<file path="config.mk">
export PLATFORM = sky130hd
export DESIGN_NAME = gf_mult_seq
export DESIGN_NICKNAME = d
export VERILOG_FILES = /design/src/rtl/gf_pkg.sv /design/src/rtl/gf_step.sv /design/src/rtl/gf_mult_seq.sv
export SDC_FILE = /design/constraint.sdc
export NUM_CORES = 1
export LEC_CHECK = 0
export CORE_ASPECT_RATIO = 0.6
export CORE_MARGIN = 10
export CORE_UTILIZATION = 57
export CTS_CLUSTER_SIZE = 20
export DETAILED_ROUTE_END_ITERATION = 12
export PLACE_DENSITY = 0.81
export SETUP_SLACK_MARGIN = 0.5
export SLEW_MARGIN = 20
export SYNTH_ARGS = -nofsm -noshare
export SYNTH_HDL_FRONTEND = slang
export SYNTH_SLANG_ARGS = --single-unit
</file>
<file path="constraint.sdc">
create_clock -name clk -period 2.62 [get_ports clk]
set_input_delay 0.524 -clock clk [delete_from_list [all_inputs] [get_ports clk]]
set_output_delay 0.524 -clock clk [all_outputs]
set_load 0.01 [all_outputs]
</file>
<file path="src/rtl/gf_pkg.sv">
// Shared types and constants for the sequential GF(2^N) multiplier.
package gf_pkg;

    typedef enum logic [1:0] {
        IDLE = 2'd0,
        MUL  = 2'd1,
        RED  = 2'd2,
        DONE = 2'd3
    } gf_state_e;

    localparam logic [7:0] GF_POLY_DEFAULT = 8'h1B;

endpackage

</file>
<file path="src/rtl/gf_step.sv">
// One conditional shift-XOR step, shared by the multiply and reduce phases.
module gf_step #(
    parameter int W = 16
) (
    input  logic         i_sel,
    input  logic [W-1:0] i_opnd,
    input  logic [W-1:0] i_acc,
    output logic [W-1:0] o_acc
);

    assign o_acc = i_sel ? (i_acc ^ i_opnd) : i_acc;

endmodule

</file>
<file path="src/rtl/gf_mult_seq.sv">
// Bit-serial carry-less multiplier with optional reduction modulo {1,POLY}.
// N cycles of shift-XOR multiply, then N optional reduction cycles from the top bit down.
module gf_mult_seq
    import gf_pkg::*;
#(
    parameter int             N    = 8,
    parameter logic [N-1:0]   POLY = N'(GF_POLY_DEFAULT)
) (
    input  logic           clk,
    input  logic           rst,
    input  logic           in_valid,
    output logic           in_ready,
    input  logic [N-1:0]   a,
    input  logic [N-1:0]   b,
    input  logic           mode,
    output logic           out_valid,
    input  logic           out_ready,
    output logic [2*N-1:0] result,
    output logic           busy
);

    localparam int CW  = $clog2(2*N) + 1;
    localparam int IW  = $clog2(N);
    localparam int IW1 = IW + 1;

    gf_state_e        r_state, w_state_nxt;
    logic [N-1:0]     r_a, r_b;
    logic             r_mode;
    logic [2*N-1:0]   r_acc, r_result;
    logic [CW-1:0]    r_cnt;

    logic [IW-1:0]    w_idx, w_rsh;
    logic [IW1-1:0]   w_ridx;
    logic             w_last, w_sel;
    logic [2*N-1:0]   w_opnd, w_acc_nxt;

    assign w_idx  = r_cnt[IW-1:0];
    assign w_last = (r_cnt == CW'(N-1));
    // Reduction walks acc bit k = 2N-1-cnt, so the polynomial shift is k-N = N-1-cnt.
    assign w_ridx = IW1'(2*N-1) - {1'b0, w_idx};
    assign w_rsh  = IW'(N-1) - w_idx;

    always_comb begin
        w_sel  = 1'b0;
        w_opnd = '0;
        if (r_state == MUL) begin
            w_sel  = r_b[w_idx];
            w_opnd = {{N{1'b0}}, r_a} << w_idx;
        end else if (r_state == RED) begin
            w_sel  = r_acc[w_ridx];
            w_opnd = {{(N-1){1'b0}}, 1'b1, POLY} << w_rsh;
        end
    end

    gf_step #(.W(2*N)) u_step (
        .i_sel  (w_sel),
        .i_opnd (w_opnd),
        .i_acc  (r_acc),
        .o_acc  (w_acc_nxt)
    );

    always_ff @(posedge clk or posedge rst) begin
        if (rst) r_state <= IDLE;
        else     r_state <= w_state_nxt;
    end

    always_comb begin
        w_state_nxt = r_state;
        case (r_state)
            IDLE: if (in_valid)  w_state_nxt = MUL;
            MUL:  if (w_last)    w_state_nxt = r_mode ? RED : DONE;
            RED:  if (w_last)    w_state_nxt = DONE;
            DONE: if (out_ready) w_state_nxt = IDLE;
            default:             w_state_nxt = IDLE;
        endcase
    end

    always_ff @(posedge clk or posedge rst) begin
        if (rst) begin
            r_a      <= '0;
            r_b      <= '0;
            r_mode   <= 1'b0;
            r_acc    <= '0;
            r_cnt    <= '0;
            r_result <= '0;
        end else begin
            case (r_state)
                IDLE: if (in_valid) begin
                    r_a    <= a;
                    r_b    <= b;
                    r_mode <= mode;
                    r_acc  <= '0;
                    r_cnt  <= '0;
                end
                MUL: begin
                    r_acc <= w_acc_nxt;
                    if (w_last) begin
                        r_cnt <= '0;
                        if (!r_mode) r_result <= w_acc_nxt;
                    end else begin
                        r_cnt <= r_cnt + 1'b1;
                    end
                end
                RED: begin
                    r_acc <= w_acc_nxt;
                    if (w_last) begin
                        r_cnt    <= '0;
                        r_result <= w_acc_nxt;
                    end else begin
                        r_cnt <= r_cnt + 1'b1;
                    end
                end
                DONE: if (out_ready) r_result <= '0;
                default: ;
            endcase
        end
    end

    assign in_ready  = (r_state == IDLE);
    assign out_valid = (r_state == DONE);
    assign busy      = (r_state != IDLE);
    assign result    = r_result;

endmodule

</file>
==> flow_metrics.env, run 1 <==
export IMPL_synth_warnings=0
export IMPL_grt_pass1_wl_mm=14.7
export IMPL_gr_usage_all_layers=0.182
export IMPL_r2r_start="r_cnt[1]"
export IMPL_hold_class="input pin to asynchronous set/reset pin"
export IMPL_yosys_register_bits=56
export IMPL_crit_type="register to register"
export IMPL_final_common_cell="dfrtp_1"
export IMPL_yosys_area_top_type="dfrtp_1"
export IMPL_clock_skew_ns=0.0115
export IMPL_core_rowCount=22
export IMPL_routed_wl_mm=9.13
export IMPL_synth_avg_cell_area_um2=9.64
export IMPL_die_h_um=81.3
export IMPL_worst_r2r_endpoint="r_acc[11]"
export IMPL_finalMaxSlewViolations=0
export IMPL_clkTransAtPathRegs_ns=0.11
export IMPL_ys_types=57
export IMPL_antenna_cells=0
export IMPL_arrival_ns=2.34
export IMPL_maxCapViolCount=0
export IMPL_yosysSeqAreaShare=0.393
export IMPL_setup_viol=0
export IMPL_hold_viol=0
export IMPL_root_buffer="clkbuf_8"
export IMPL_htreeDepth=2
export IMPL_clkSinkCount=56
export IMPL_synth_net_count=404
export IMPL_status="finished, final reports clean"
export IMPL_drtIter0Drc=316
export IMPL_netlist_area_um2=3570
export IMPL_routabilityCongestion=1.01
export IMPL_relSlewSlack=0.540
export IMPL_power_density_nw_per_um2=1260
export IMPL_synth_top_area_share=0.393
export IMPL_finalSetupTns_ns=0
export IMPL_cp_required_ns=2.83
export IMPL_overflow=0
export IMPL_antenna_found_initial=0
export IMPL_fill_cells=469
export IMPL_dr_pass1_iters=6
export IMPL_ios=40
export IMPL_reg2regPathDepth=8
export IMPL_coreArea_um2=6080
export IMPL_crit_path_start="r_cnt[1]"
export IMPL_min_period_over_period=0.814
export IMPL_portBuffers=39
export IMPL_synthFlopType="dfrtp_1"
export IMPL_hold_buffers=0
export IMPL_start_util=0.587
export IMPL_dpl_cell_area_um2=4110
export IMPL_synthTopCellsByArea="dfrtp_1 (39%), mux2_2 (6.9%), nand2_1 (4.6%)"
export IMPL_crit_slowest_cell="dfrtp_2"
export IMPL_clk_path_buf_depth=2
export IMPL_cpMostUsedCell="o21ai_0"
export IMPL_syn2layout_area_growth_pct=20.7
export IMPL_die_x_um=122
export IMPL_final_area_um2=4310
export IMPL_cp_end_kind="register"
export IMPL_cp_max_fo=6
export IMPL_vias=3036
export IMPL_final_nets=455
export IMPL_ant_nets=0
export IMPL_synth_edf_count=0
export IMPL_worst_pin_slew_ns=0.684
export IMPL_rsz0062_at_grt="yes"
export IMPL_period_needed_ns=2.13
export IMPL_p_leak_nw=1.74
export IMPL_grt_pass1_vias=2903
export IMPL_r2r_slack_ns=0.49
export IMPL_die_area_um2=9930
export IMPL_cts_tree="yes"
export IMPL_viasPerCell=6.00
export IMPL_clock_latency_ns=0.32
export IMPL_path_cells="buf_2 > mux2_2 > mux2i_1 > o21ai_0 > a21boi_2 > buf_4 > a22oi_1 > o21ai_0"
export IMPL_wl_per_cell_um=18.0
export IMPL_fmax_mhz=469
export IMPL_place_hpwl_mm=6.77
export IMPL_drive_gt1_frac=0.218
export IMPL_synthArstFlopShare=1.00
export IMPL_grt_start_max_net_pins=53
export IMPL_layout_common_cells="dfrtp_1 (54), nand2_1 (44), clkdlybuf4s50_1 (36)"
export IMPL_cts_made_buffers=5
export IMPL_post_synth_inst_count=370
export IMPL_drcViolationCount=0
export IMPL_post_route_util=0.708
export IMPL_max_stage_delay_ns=0.46
export IMPL_ir_drop_mv=0.701
export IMPL_start_kind="register"
## cells in the mapped netlist, types with 3 or more instances
master and n:
dfrtp_1 56, or3_1 6, nand2b_1 6, mux2i_1 13, buf_4 3, nor2_1 20, xnor2_1 14, o22ai_1 3
nand3b_1 3, buf_2 4, mux2_2 22, o21ai_0 18, ha_1 13, inv_1 16, o21ai_1 18, o21ai_2 4
o211ai_1 4, nor2b_1 7, a21oi_2 6, nand3_1 5, clkbuf_1 12, a22oi_1 10, a22oi_2 5, a21oi_1 16
o31ai_1 4, nand2_1 44
## stage by stage
step | hold slack, ns | std cells | setup WS (ns) | total power, W
finish | 0.405 | 506 | 0.487 | 0.00541
global route | 0.397 | 506 | 0.429 | 0.00580
CTS | 0.402 | 500 | 0.447 | 0.00527
detailed placement | 0.474 | 490 | 0.385 | 0.00473
global placement | 0.461 | 490 | 0.471 | 0.00467
floorplan | 0.474 | 370 | 0.509 | 0.00371
## how the worst max path moves through the flow
stage,to,slack (ns),depth (start not counted)
after global placement,r_acc[6],0.47,8
after CTS,busy,0.45,4
after detailed placement,r_acc[6],0.38,8
final,r_acc[11],0.49,8
after global routing,r_acc[7],0.43,9
after floorplan,r_acc[6],0.51,10
## state kept, by name, summed over array words and instances, names as in the netlist
register	cells
r_a	8
r_acc	16
r_b	8
r_cnt	5
r_mode	1
r_state	2
result	16
## logic make-up after synthesis
group                    after synthesis  share of synthesized area
AO/OA/AOI/OAI                        109                      0.219
AND/OR/NAND/NOR                      101                      0.138
flip-flops                            56                      0.393
buffers and inverters                 38                     0.0466
multiplexers                          37                      0.119
XOR/XNOR                              16                     0.0393
adder cells (fa/ha/maj)               13                     0.0456
## final cells by class
type / count / area (um2) / area share
clock buffer: 5 / 68.8 / 0.0160
clock inverter: 3 / 26.3 / 0.00610
inverter: 17 / 67.6 / 0.0157
multi-input combinational: 277 / 2040 / 0.473
sequential: 56 / 1400 / 0.326
tap: 84 / 105 / 0.0244
timing repair buffer: 64 / 596 / 0.138
## critical path: cells and delay by family, from the launching register on
family	cells	cell delay, ns
AO/OA/AOI/OAI	4	0.58
buffers and inverters	2	0.36
flip-flops	1	0.46
multiplexers	2	0.62
## report_power, final
part           switching (W)  total (W)  internal, W
logic                0.00196    0.00339      0.00143
registers           0.000322    0.00152      0.00120
clock network       0.000302   0.000498     0.000196
## timing repair
| action | in CTS | in global routing |
|---|---|---|
| resized for setup | 5 | 9 |
| gates cloned | 0 | 1 |
| endpoints found under the hold margin | 0 | 0 |
| buffers inserted | 2 | 5 |
| pin swaps | 0 | 1 |
| endpoints found under the setup margin | 32 | 30 |
## per-layer routing
layer,part of all wire,track usage,routed length [um]
met2,0.43,0.274,3890
met1,0.48,0.265,4400
met3,0.085,0.0395,772
met4,0.0077,0.0363,70
met5,0,0,0
(Power assumes the default switching activity.)
==> inputs of run 2 (changes only) <==
--- a/config.mk
+++ b/config.mk
@@ -7,10 +7,10 @@
 export LEC_CHECK = 0
 export CORE_ASPECT_RATIO = 0.6
 export CORE_MARGIN = 10
-export CORE_UTILIZATION = 57
+export CORE_UTILIZATION = 51
 export CTS_CLUSTER_SIZE = 20
 export DETAILED_ROUTE_END_ITERATION = 12
-export PLACE_DENSITY = 0.81
+export PLACE_DENSITY = 0.76
 export SETUP_SLACK_MARGIN = 0.5
 export SLEW_MARGIN = 20
 export SYNTH_ARGS = -nofsm -noshare
==> constraint.sdc (replaced) <==
create_clock -name clk -period 1.7 [get_ports clk]
set_input_delay 0.34 -clock clk [delete_from_list [all_inputs] [get_ports clk]]
set_output_delay 0.34 -clock clk [all_outputs]
set_load 0.01 [all_outputs]
==> flow_metrics.env, run 2 (synthesis results as in run 1) <==
export IMPL_syn2layout_area_growth_pct=50.2
export IMPL_path_cells="buf_6 > ha_4 > nand2b_4 > a31oi_4 > o211a_4 > nand3_4 > or3_1 > o21ai_1"
export IMPL_hold_viol=0
export IMPL_clk_path_buf_depth=2
export IMPL_die_area_um2=10900
export IMPL_grt_pass1_wl_mm=19.0
export IMPL_worst_path_buf_inv=1
export IMPL_final_area_um2=5360
export IMPL_cp_max_fo=6
export IMPL_overflow=0
export IMPL_period_needed_ns=2.04
export IMPL_arrival_ns=2.26
export IMPL_min_period_over_period=1.20
export IMPL_antenna_found_initial=0
export IMPL_clkSinkCount=56
export IMPL_rsz0062_at_grt="yes"
export IMPL_worst_r2r_endpoint="r_acc[15]"
export IMPL_fmax_mhz=490
export IMPL_routabilityCongestion=0.991
export IMPL_r2r_start="r_state[0]"
export IMPL_hold_buffers=0
export IMPL_relSlewSlack=0.687
export IMPL_crit_slowest_cell="dfrtp_1"
export IMPL_drcViolationCount=0
export IMPL_core_rowCount=23
export IMPL_p_total_w=0.0117
export IMPL_hold_class="input pin to asynchronous set/reset pin"
export IMPL_p_leak_nw=2.28
export IMPL_routed_wl_mm=12.6
export IMPL_cts_tree="yes"
export IMPL_cp_required_ns=1.92
export IMPL_grt_start_max_net_pins=22
export IMPL_critical_path_top_delay_family="compound AO/OA/AOI/OAI gates"
export IMPL_ir_drop_mv=1.77
export IMPL_vias=3591
export IMPL_swShare=0.442
export IMPL_start_kind="register"
export IMPL_coreArea_um2=6730
export IMPL_drtIter0Drc=343
export IMPL_place_ws_ns=-0.309
export IMPL_ios=40
export IMPL_dpl_cell_area_um2=4640
export IMPL_root_buffer="clkbuf_16"
export IMPL_status="complete, but fails checks"
export IMPL_wl_per_cell_um=21.6
export IMPL_final_nets=529
export IMPL_drive_gt1_frac=0.442
export IMPL_crit_type="register to register"
export IMPL_clkTransAtPathRegs_ns=0.08
export IMPL_reg2regPathDepth=8
export IMPL_maxCapViolCount=0
export IMPL_layout_common_cells="buf_4 (74), dfrtp_1 (54), nand2_1 (41)"
export IMPL_portBuffers=39
export IMPL_layout_setup_ws_ns=-0.343
export IMPL_start_util=0.530
export IMPL_power_net_switching_w=0.00515
export IMPL_gr_usage_all_layers=0.218
export IMPL_clockPowerShare=0.104
export IMPL_r2r_slack_ns=-0.34
export IMPL_post_route_util=0.796
export IMPL_antenna_cells=0
export IMPL_violations="negative setup slack"
export IMPL_setup_viol=56
export IMPL_power_frac_seq=0.197
export IMPL_finalMaxSlewViolations=0
export IMPL_viasPerCell=6.16
export IMPL_grt_pass1_vias=3458
export IMPL_ant_nets=0
export IMPL_internal_power_w=0.00652
export IMPL_dr_pass1_iters=5
export IMPL_final_common_cell="buf_4"
export IMPL_comb_power_share=0.698
export IMPL_htreeDepth=2
export IMPL_worst_pin_slew_ns=0.469
export IMPL_whs_ns=0.416
export IMPL_cp_end_kind="register"
export IMPL_max_stage_delay_ns=0.41
export IMPL_die_h_um=84.8
export IMPL_place_hpwl_mm=7.85
export IMPL_clock_skew_ns=0.0106
export IMPL_power_density_nw_per_um2=2180
export IMPL_die_x_um=128
export IMPL_clock_latency_ns=0.30
export IMPL_cts_made_buffers=5
## run 2: power by group through the flow
stage / Clock, W / Combinational, W / Sequential [W]
global route: 0.00127 / 0.00864 / 0.00235
detailed placement: 0 / 0.00638 / 0.00229
floorplan: 0 / 0.00370 / 0.00226
CTS: 0.00122 / 0.00738 / 0.00225
finish: 0.00122 / 0.00815 / 0.00230
global placement: 0 / 0.00632 / 0.00226
## run 2: worst max path at each step
stage,from,to,cells after the start
finish,r_state[0],r_acc[15],8
detailed placement,r_cnt[2],r_acc[6],7
global placement,r_cnt[2],result[9],6
floorplan,r_state[1],r_acc[6],10
global route,r_state[0],result[10],8
CTS,r_cnt[1],result[9],8
## run 2: timing repair
item / CTS / global route
endpoints found under the setup margin: 75 / 65
resized for setup: 119 / 28
buffers inserted: 17 / 12
cloned: 3 / 1
pin swaps: 17 / 16
## run 2: per-stage QoR
step	std cells	setup TNS, ns
detailed placement	542	-7.13
global placement	542	-5.69
floorplan	370	-6.37
finish	583	-9.79
CTS	570	-6.22
global route	583	-13.20
## run 2: routing by layer
metal	global-route usage	up-vias	part of all wire
li1	-	1582	-
met1	0.308	1787	0.43
met2	0.323	198	0.45
met3	0.0615	24	0.099
met4	0.0458	0	0.016
met5	0	-	0
## run 2: worst register-to-register path: cells and delay by family (launching register included)
family,cells,cell delay (ns)
and+or+nand+nor,3,0.60
AOI/OAI and AO/OA,3,0.65
adders and majority gates,1,0.18
buffers and inverters,1,0.13
DFF,1,0.41
## run 2: area by class of cell
| class | instances | area, um2 |
|---|---|---|
| Timing Repair Buffer | 137 | 1290 |
| Inverter | 17 | 78.8 |
| Multi-Input combinational cell | 278 | 2310 |
| Clock buffer | 6 | 129 |
| Fill cell | 416 | 1380 |
| Tap cell | 87 | 109 |
| Sequential cell | 56 | 1400 |
| Clock inverter | 2 | 38.8 |
